$ cat src/rtl/maze_player_ctrl_pkg.sv
// Shared maze constants, FSM/direction encodings and the direction priority helper.
// The map ROM and the renderer use the same constants.
package maze_pkg;

    localparam int COLS    = 30;
    localparam int ROWS    = 20;
    localparam int CELL_PX = 16;

    localparam int CELL_W  = 5;
    localparam int ADDR_W  = 5;
    localparam int PIX_W   = 10;
    localparam int CNT_W   = 14;

    typedef enum logic [1:0] {
        S_IDLE  = 2'd0,
        S_WAIT  = 2'd1,
        S_CHECK = 2'd2,
        S_WIN   = 2'd3
    } maze_state_e;

    typedef enum logic [1:0] {
        DIR_UP    = 2'd0,
        DIR_DOWN  = 2'd1,
        DIR_LEFT  = 2'd2,
        DIR_RIGHT = 2'd3
    } dir_e;

    // Priority up > down > left > right; DIR_RIGHT is also returned when no pulse is set.
    function automatic dir_e pick_dir(input logic up, input logic down,
                                      input logic left, input logic right);
        dir_e d;
        if (up)         d = DIR_UP;
        else if (down)  d = DIR_DOWN;
        else if (left)  d = DIR_LEFT;
        else if (right) d = DIR_RIGHT;
        else            d = DIR_RIGHT;
        return d;
    endfunction

endpackage

$ cat src/rtl/maze_player_ctrl_if.sv
// Bundle between the player controller and its surroundings: button pulses, map ROM port,
// renderer/status outputs and the FSM state for observation.
// The pulses are one-cycle strobes with no handshake; a pulse not taken in the cycle it is
// high is lost. map_row answers map_addr one clock later.
interface maze_player_ctrl_if;
    import maze_pkg::*;

    logic                up_p;
    logic                down_p;
    logic                left_p;
    logic                right_p;
    logic                centre_p;
    logic [ADDR_W-1:0]   map_addr;
    logic [COLS-1:0]     map_row;
    logic [PIX_W-1:0]    x_coord;
    logic [PIX_W-1:0]    y_coord;
    logic [CNT_W-1:0]    move_count;
    logic                win;
    logic                busy;
    maze_state_e         state;

    modport master (
        input  up_p, down_p, left_p, right_p, centre_p, map_row,
        output map_addr, x_coord, y_coord, move_count, win, busy, state
    );

    modport slave (
        output up_p, down_p, left_p, right_p, centre_p, map_row,
        input  map_addr, x_coord, y_coord, move_count, win, busy, state
    );

endinterface

$ cat src/rtl/maze_player_ctrl.sv
// Player movement controller: decodes direction pulses, checks the target cell against the
// external map ROM and commits legal moves, tracking the move count and the win condition.
module maze_player_ctrl
    import maze_pkg::*;
#(
    parameter int START_X   = 0,
    parameter int START_Y   = 0,
    parameter int GOAL_X    = 29,
    parameter int GOAL_Y    = 19,
    parameter int MAX_MOVES = 9999
) (
    input  logic                 Clk,
    input  logic                 Reset,
    maze_player_ctrl_if.master   bus
);

    maze_state_e        state_q, state_d;
    logic [CELL_W-1:0]  cell_x_q, cell_x_d;
    logic [CELL_W-1:0]  cell_y_q, cell_y_d;
    logic [CELL_W-1:0]  tgt_x_q, tgt_x_d;
    logic [CELL_W-1:0]  tgt_y_q, tgt_y_d;
    logic [ADDR_W-1:0]  map_addr_q, map_addr_d;
    logic [CNT_W-1:0]   cnt_q, cnt_d;
    logic               win_q, win_d;

    logic               any_dir;
    logic               in_bounds;
    logic               lookup_ok;
    logic [CELL_W-1:0]  nx, ny;
    dir_e               dir;
    logic               wall;
    logic               at_goal;

    // Target decode for a request in IDLE; edges are never wrapped.
    always_comb begin
        any_dir   = bus.up_p | bus.down_p | bus.left_p | bus.right_p;
        dir       = pick_dir(bus.up_p, bus.down_p, bus.left_p, bus.right_p);
        nx        = cell_x_q;
        ny        = cell_y_q;
        in_bounds = 1'b0;
        unique case (dir)
            DIR_UP: begin
                in_bounds = (cell_y_q != '0);
                ny        = cell_y_q - 1'b1;
            end
            DIR_DOWN: begin
                in_bounds = (cell_y_q != CELL_W'(ROWS - 1));
                ny        = cell_y_q + 1'b1;
            end
            DIR_LEFT: begin
                in_bounds = (cell_x_q != '0);
                nx        = cell_x_q - 1'b1;
            end
            DIR_RIGHT: begin
                in_bounds = (cell_x_q != CELL_W'(COLS - 1));
                nx        = cell_x_q + 1'b1;
            end
        endcase
        lookup_ok = any_dir & in_bounds;
    end

    assign wall    = bus.map_row[tgt_x_q];
    assign at_goal = (tgt_x_q == CELL_W'(GOAL_X)) && (tgt_y_q == CELL_W'(GOAL_Y));

    always_ff @(posedge Clk) begin
        if (Reset) begin
            state_q    <= S_IDLE;
            cell_x_q   <= CELL_W'(START_X);
            cell_y_q   <= CELL_W'(START_Y);
            tgt_x_q    <= '0;
            tgt_y_q    <= '0;
            map_addr_q <= '0;
            cnt_q      <= '0;
            win_q      <= 1'b0;
        end else begin
            state_q    <= state_d;
            cell_x_q   <= cell_x_d;
            cell_y_q   <= cell_y_d;
            tgt_x_q    <= tgt_x_d;
            tgt_y_q    <= tgt_y_d;
            map_addr_q <= map_addr_d;
            cnt_q      <= cnt_d;
            win_q      <= win_d;
        end
    end

    // Next-state logic; centre_p always returns to IDLE, aborting any lookup in flight.
    always_comb begin
        state_d = state_q;
        unique case (state_q)
            S_IDLE:  if (!bus.centre_p && lookup_ok) state_d = S_WAIT;
            S_WAIT:  state_d = bus.centre_p ? S_IDLE : S_CHECK;
            S_CHECK: begin
                if (!bus.centre_p && !wall && at_goal) state_d = S_WIN;
                else                                   state_d = S_IDLE;
            end
            S_WIN:   if (bus.centre_p) state_d = S_IDLE;
        endcase
    end

    always_comb begin
        cell_x_d   = cell_x_q;
        cell_y_d   = cell_y_q;
        tgt_x_d    = tgt_x_q;
        tgt_y_d    = tgt_y_q;
        map_addr_d = map_addr_q;
        cnt_d      = cnt_q;
        win_d      = win_q;
        if (bus.centre_p) begin
            cell_x_d = CELL_W'(START_X);
            cell_y_d = CELL_W'(START_Y);
            cnt_d    = '0;
            win_d    = 1'b0;
        end else begin
            unique case (state_q)
                S_IDLE: begin
                    if (lookup_ok) begin
                        tgt_x_d    = nx;
                        tgt_y_d    = ny;
                        map_addr_d = ADDR_W'(ny);
                    end
                end
                S_CHECK: begin
                    if (!wall) begin
                        cell_x_d = tgt_x_q;
                        cell_y_d = tgt_y_q;
                        if (cnt_q != CNT_W'(MAX_MOVES)) cnt_d = cnt_q + 1'b1;
                        if (at_goal) win_d = 1'b1;
                    end
                end
                default: ;
            endcase
        end
    end

    assign bus.map_addr   = map_addr_q;
    assign bus.x_coord    = PIX_W'(cell_x_q) * PIX_W'(CELL_PX);
    assign bus.y_coord    = PIX_W'(cell_y_q) * PIX_W'(CELL_PX);
    assign bus.move_count = cnt_q;
    assign bus.win        = win_q;
    assign bus.busy       = (state_q == S_WAIT) || (state_q == S_CHECK);
    assign bus.state      = state_q;

endmodule

$ cat src/flat_wrapper.sv
// flat-port wrapper written by rule: the top's interface ports become plain ports
module maze_player_ctrl_flat import maze_pkg::*;
#(
    parameter int START_X   = 0,
    parameter int START_Y   = 0,
    parameter int GOAL_X    = 29,
    parameter int GOAL_Y    = 19,
    parameter int MAX_MOVES = 9999
)
  (Clk, Reset, bus_up_p, bus_down_p, bus_left_p, bus_right_p, bus_centre_p, bus_map_row, bus_map_addr, bus_x_coord, bus_y_coord, bus_move_count, bus_win, bus_busy, bus_state);
  maze_player_ctrl_if bus_i ();
  input  logic Clk;
  input  logic Reset;
  input wire logic [$bits(bus_i.up_p)-1:0] bus_up_p;
  input wire logic [$bits(bus_i.down_p)-1:0] bus_down_p;
  input wire logic [$bits(bus_i.left_p)-1:0] bus_left_p;
  input wire logic [$bits(bus_i.right_p)-1:0] bus_right_p;
  input wire logic [$bits(bus_i.centre_p)-1:0] bus_centre_p;
  input wire logic [$bits(bus_i.map_row)-1:0] bus_map_row;
  output wire logic [$bits(bus_i.map_addr)-1:0] bus_map_addr;
  output wire logic [$bits(bus_i.x_coord)-1:0] bus_x_coord;
  output wire logic [$bits(bus_i.y_coord)-1:0] bus_y_coord;
  output wire logic [$bits(bus_i.move_count)-1:0] bus_move_count;
  output wire logic [$bits(bus_i.win)-1:0] bus_win;
  output wire logic [$bits(bus_i.busy)-1:0] bus_busy;
  output wire logic [$bits(bus_i.state)-1:0] bus_state;
  assign bus_i.up_p = bus_up_p;
  assign bus_i.down_p = bus_down_p;
  assign bus_i.left_p = bus_left_p;
  assign bus_i.right_p = bus_right_p;
  assign bus_i.centre_p = bus_centre_p;
  assign bus_i.map_row = bus_map_row;
  assign bus_map_addr = bus_i.map_addr;
  assign bus_x_coord = bus_i.x_coord;
  assign bus_y_coord = bus_i.y_coord;
  assign bus_move_count = bus_i.move_count;
  assign bus_win = bus_i.win;
  assign bus_busy = bus_i.busy;
  assign bus_state = bus_i.state;
  maze_player_ctrl #(.START_X(START_X), .START_Y(START_Y), .GOAL_X(GOAL_X), .GOAL_Y(GOAL_Y), .MAX_MOVES(MAX_MOVES)) u_core (.Clk(Clk), .Reset(Reset), .bus(bus_i));
endmodule
$ cat config.mk
export PLATFORM = sky130hd
export DESIGN_NAME = maze_player_ctrl_flat
export DESIGN_NICKNAME = d
export VERILOG_FILES = /design/src/rtl/maze_player_ctrl_pkg.sv /design/src/rtl/maze_player_ctrl_if.sv /design/src/rtl/maze_player_ctrl.sv /design/src/flat_wrapper.sv
export SDC_FILE = /design/constraint.sdc
export NUM_CORES = 1
export LEC_CHECK = 0
export BUFFER_PORTS_ARGS = -buffer_cell sky130_fd_sc_hd__buf_2
export CORE_MARGIN = 5
export CORE_UTILIZATION = 55
export DETAILED_ROUTE_END_ITERATION = 10
export HOLD_SLACK_MARGIN = 0.08
export PLACE_DENSITY = 0.87
export REMOVE_ABC_BUFFERS = 1
export SETUP_SLACK_MARGIN = 0.2
export SYNTH_ARGS = -nofsm -noshare
export SYNTH_HDL_FRONTEND = slang
export SYNTH_SLANG_ARGS = --single-unit
$ cat constraint.sdc
create_clock -name Clk -period 4.7 [get_ports Clk]
set_input_delay 0.47 -clock Clk [delete_from_list [all_inputs] [get_ports Clk]]
set_output_delay 0.47 -clock Clk [all_outputs]
set_load 0.01 [all_outputs]
# Word level (Yosys, flattened, before mapping)
# Cells that the tools add are included.
[totals] output_inout_bits=43 register_bits=37
[classes] n_eq_ne=13 bitwise=6 add_sub_neg=5 n_mux=13 n_reduce_logical=17 order_cmp=1
[op_table] op="case mux 5 bit (2 select lines)" n=2
[op_table] op="adder 14 x 1 -> 14 bit (second input constant)" n=1
[op_table] op="inequality test 14 bit (second input constant)" n=1
[op_table] op="two-way mux 2 bit" n=6
[op_table] op="adder 5 x 1 -> 5 bit (second input constant)" n=2
[op_table] op="equality test 5 bit (second input constant)" n=2
[op_table] op="inequality test 5 bit (second input constant)" n=2
[op_table] op="nonzero test 5 bit" n=2
[op_table] op="subtractor 5 x 1 -> 5 bit (second input constant)" n=2
[op_table] op="AND reduction 3 bit" n=3
[op_table] op="equality test 2 bit (second input constant)" n=4
[op_table] op="case mux 2 bit (4 select lines)" n=1
[op_table] op="less-than comparator 5 x 6 -> 1 bit (second input constant)" n=1
[op_table] op="binary-select mux 1 bit (select 5 bit)" n=1
[op_table] op="equality test 2 x 1 -> 1 bit (second input constant)" n=2
[op_table] op="logical AND 1 bit" n=4
[op_table] op="logical NOT 2 bit" n=2
[op_table] op="case mux 1 bit (4 select lines)" n=1
[op_table] op="AND reduction 2 bit" n=2
[op_table] op="bitwise OR 1 bit" n=3
[op_table] op="logical NOT 1 bit" n=2
[op_table] op="two-way mux 1 bit" n=2
[op_table] op="inequality test 2 x 1 -> 1 bit (second input constant)" n=1
[op_table] op="inequality test 2 bit (second input constant)" n=1
[op_table] op="other kinds (4)" n=5

# Depth between registers and ports, before layout
[logic_depth] ltp_word=9 depth_mapped=11

# Least setup slack after synthesis
# Ideal clock, no wire load.
[synth_path] path_kind="register to register" startpoint="register u_core.tgt_x_q[1]" endpoint="register u_core.cnt_q[13], in the netlist u_core.bus.move_count[13]" setup_slack_ns=2.112 n_path_buf=3 period_less_slack_ns=2.588 arrival_ns=2.457 t_required_ns=4.569 setup_time_ns=0.131 stages_incl_launch_ff=10 path_cell_list="dfxtp_1 buf_6 mux4_2 a22o_1 or4_4 buf_6 and2_4 buf_6 o311ai_1 o41ai_1"
[synth_between] elab_chain_len=4
[synth_rtl] item="start, declared" line="maze_player_ctrl.sv:20" source="logic [CELL_W-1:0] tgt_x_q, tgt_x_d;"
[synth_rtl] item="start signal, assigned" line="maze_player_ctrl.sv:79" source="tgt_x_q <= tgt_x_d;"
[synth_rtl] item="binary-select mux 1 bit (select 5 bit)" line="maze_player_ctrl.sv:62" source="assign wall = bus.map_row[tgt_x_q];"
[synth_rtl] item="two-way mux 1 bit (not written as such)" line="maze_player_ctrl.sv:62"
[synth_rtl] item="NOT 1 bit (no line)"
[synth_rtl] item="AND reduction 3 bit (no line)"
[synth_rtl] item="end signal, assigned" line="maze_player_ctrl.sv:82" source="cnt_q <= cnt_d;"
[synth_rtl] item="end, declared" line="maze_player_ctrl.sv:23" source="logic [CNT_W-1:0] cnt_q, cnt_d;"
# Every way passes these cells. The select of a mux whose other input is x is not followed.
# A chain may end at the register's enable or synchronous reset.

# Final worst setup path
[layout_path] startpoint="register u_core.tgt_x_q[0]" endpoint="register u_core.cnt_q[8], in the netlist u_core.bus.move_count[8]"
# The elaborated chain is that of the path after synthesis.

==> reports/qor.csv <==
metric,value,unit
Worst Setup End Kind,flop,
Yosys reg bits,37,
sequential area share after synthesis,30.3,%
fin crit share,62.3,%
ys async rst share,0,%
Placed Instances,394,
P_sw,0.000182,W
number of global-route vias before repair,2207,
top cell type's share of synthesized area,30.3,%
Final Slew Violations,0,
DRT antenna net count,0,
power consumption,0.000725,W
"Largest stage delay, worst path",0.67,ns
Hold Path Depth,2,
RSZ-0062 raised after global routing,false,
Leak,1.24,nW
crit path cell chain,mux4_2 > and3b_1 > or4_1 > and2_4 > or3_1 > a21oi_1,
post-DR wirelength/cell,15.0,µm
GRT overflow,0,
Initial Util,56.6,%
FMAX,342,MHz
Setup Skew,0.00551,ns
share of post-route cells with drive strength above 1,25.4,%
Starting DRT DRC Count,208,
worst r2r src,u_core.tgt_x_q[0],
setup ws final,1.77,ns
worst flop-to-flop path endpoint,u_core.bus.move_count[8],
Die Y-Extent,76.7,µm
via count,2339,
area of the die,5880,µm²
clock share of power,39.7,%
Fin. Hold Viols,0,
worst hold start,u_core.bus.win,
switching fraction of total power,25.1,%
Reg2Reg Setup Slack,1.77,ns
GPL Wtd Cong,0.861,
io pins,80,
"CTS clk-pin slew, worst paths",0.08,ns
Syn Area/Cell,8.38,µm²
Slowest cell on crit path,or4_1,
Post-synth EDFFs,0,
Crit Path Max Fanout,21,
Max-slew headroom,35.8,%
Placeable Area,4320,µm²
Area contributors post-synth,"dfxtp_1 (30%), mux2i_1 (7.4%), ha_1 (5.6%), nand2_1 (5.1%), a21oi_1 (4.9%)",
Gate Count Post-Synth,292,
CTS tree,done,
fin crit period,2.93,ns
r2r worst-path depth,6,
Yosys cell types,55,
Clock Sinks,37,
NumNets Final,398,
dpl hpwl,4480,µm
Synth Warn #,0,
outcome,"finished, final reports clean",
PwrDens,255,nW/µm²
first-pass GRT wire length,10100,µm
worst-margin pin slew,0.959,ns
WHS Endpoint,u_core.bus.win,
num rows,24,
Post-synth top flop,dfxtp_1,
initial antenna violation count,0,
Post-CTS Hold Fix Bufs,0,
worst min path class,reg -> reg,
H-tree depth,2,
WS Path Type,reg -> reg,
# port buffers,69,
Comb pwr share,14.6,%
VDD IR max,204,µV
worst-skew pair later-pin latency,0.29,ns
post_cts resized,0,
Post CTS Setup Buffer Count,0,
clk buf depth,2,
Mapped Area,2450,µm²
die width,76.7,µm
startpoint class of the critical path,flop,
CTS root buf,clkbuf_8,
Post-Layout Cell Count,402,
routed vias/inst,5.82,
"Data arrival, critical path",3.15,ns
P_int,0.000543,W
Post-Place Setup Slack,1.81,ns
max-cap violations,0,
Finish-stage setup viols,0,
cts bufs inserted,5,
Residual DRC,0,
drt first pass iters,4,
Synth area leader,dfxtp_1,
Ant. Diodes,0,
Syn-to-layout area delta,16.3,%
Reg power frac,45.7,%
setup_tns,0,ns
Worst Path Required,4.92,ns
GRT Overall Usage,20.3,%
largest net degree at the start of global routing,24,
WL final,6030,µm
## worst max-delay path by stage
| stage | start | endpoint | cells past startpoint |
|---|---|---|---|
| after global placement | u_core.tgt_x_q[1] | u_core.bus.move_count[8] | 6 |
| final | u_core.tgt_x_q[0] | u_core.bus.move_count[8] | 6 |
| after floorplan | u_core.tgt_x_q[1] | u_core.bus.move_count[10] | 6 |
| after global routing | u_core.tgt_x_q[0] | u_core.bus.state[0] | 6 |
| after detailed placement | u_core.tgt_x_q[1] | u_core.bus.move_count[8] | 6 |
| after CTS | u_core.tgt_x_q[1] | u_core.bus.move_count[8] | 6 |
## through the flow
step | util, % | cell area, µm² | hold slack, ns
finish | 65.8 | 2840 | 0.480
global route | 65.8 | 2840 | 0.518
floorplan | - | 2310 | 0.504
detailed placement | 63.0 | 2720 | 0.464
global placement | 63.0 | 2720 | 0.465
CTS | 65.8 | 2840 | 0.484
## layout make-up
type	instances	area (µm²)
multi-input cells	227	1540
well taps	52	65.1
flip-flops and latches	37	741
fillers	352	1480
repair buffers	69	345
clock inverters	2	37.5
inverters	9	33.8
clock buffers	6	82.6
## logic make-up after synthesis
group	share of synthesized area [%]
adder cells (fa/ha/maj)	6.44
flip-flops	30.3
XOR/XNOR	5.01
multiplexers	11.2
AO/OA/AOI/OAI	17.1
buffers and inverters	8.18
AND/OR/NAND/NOR	21.6
other	0.153
## cell usage after synthesis, types with 3 or more instances
cell	instances
dfxtp_1	37
nand2_1	33
a21oi_1	24
nor2_1	22
mux2i_1	18
o21ai_0	13
clkbuf_1	12
nand3_1	12
ha_1	11
buf_4	10
xnor2_1	10
inv_1	9
or3_1	7
nor2b_1	4
xor2_1	4
a21o_1	3
a31o_2	3
buf_6	3
mux4_2	3
nor3_1	3
o211ai_1	3
or4_1	3
## sequential cells by signal (all words and copies together), names as in the netlist
register and count:
u_core.bus.move_count 14, u_core.bus.state 2, u_core.bus.win 1, u_core.cell_x_q 5, u_core.cell_y_q 5, u_core.tgt_x_q 5, u_core.tgt_y_q 5
## layout by cell type, fill, tap and decap left out, drive strengths merged, types with 2 or more instances in the layout
cell,count
conb,10
buf,69
o22ai,2
a21o,3
or3,7
nor2,22
ha,11
o21ai,13
nand3,12
a31o,3
o211ai,3
inv,9
and3,2
dfxtp,37
nand3b,2
o311ai,2
xnor2,10
mux2i,18
a211oi,2
o41ai,2
xor2,4
nor3,3
or4,4
mux4,4
nand4,2
and2,3
nor2b,4
a21oi,25
nand2,33
clkbuf,6
nor4b,2
nor3b,2
o31ai,2
## layer usage
metal  share of wire, %  vias to the layer above  global-route usage [%]
met1                 41                     1097                    25.1
met3                9.5                       10                    5.85
li1                   -                     1136                       -
met4                1.4                        0                    8.74
met5                  0                        -                       0
met2                 48                       96                    32.8
## power by group through the flow
stage / Sequential (W) / Combinational [W] / Clock, W
after floorplan: 0.000339 / 0.0000642 / 0
after global placement: 0.000339 / 0.000103 / 0
after detailed placement: 0.000339 / 0.000105 / 0
after CTS: 0.000331 / 0.000106 / 0.000290
after global routing: 0.000333 / 0.000117 / 0.000306
final: 0.000331 / 0.000106 / 0.000288
## critical path, delay by kind of cell (launching register included)
kind               cells  cell delay (ns)
and+or+nand+nor        4             1.49
DFF                    1             0.64
muxes                  1             0.58
AOI/OAI and AO/OA      1             0.15
No activity file was read; power rests on OpenSTA's default activity.
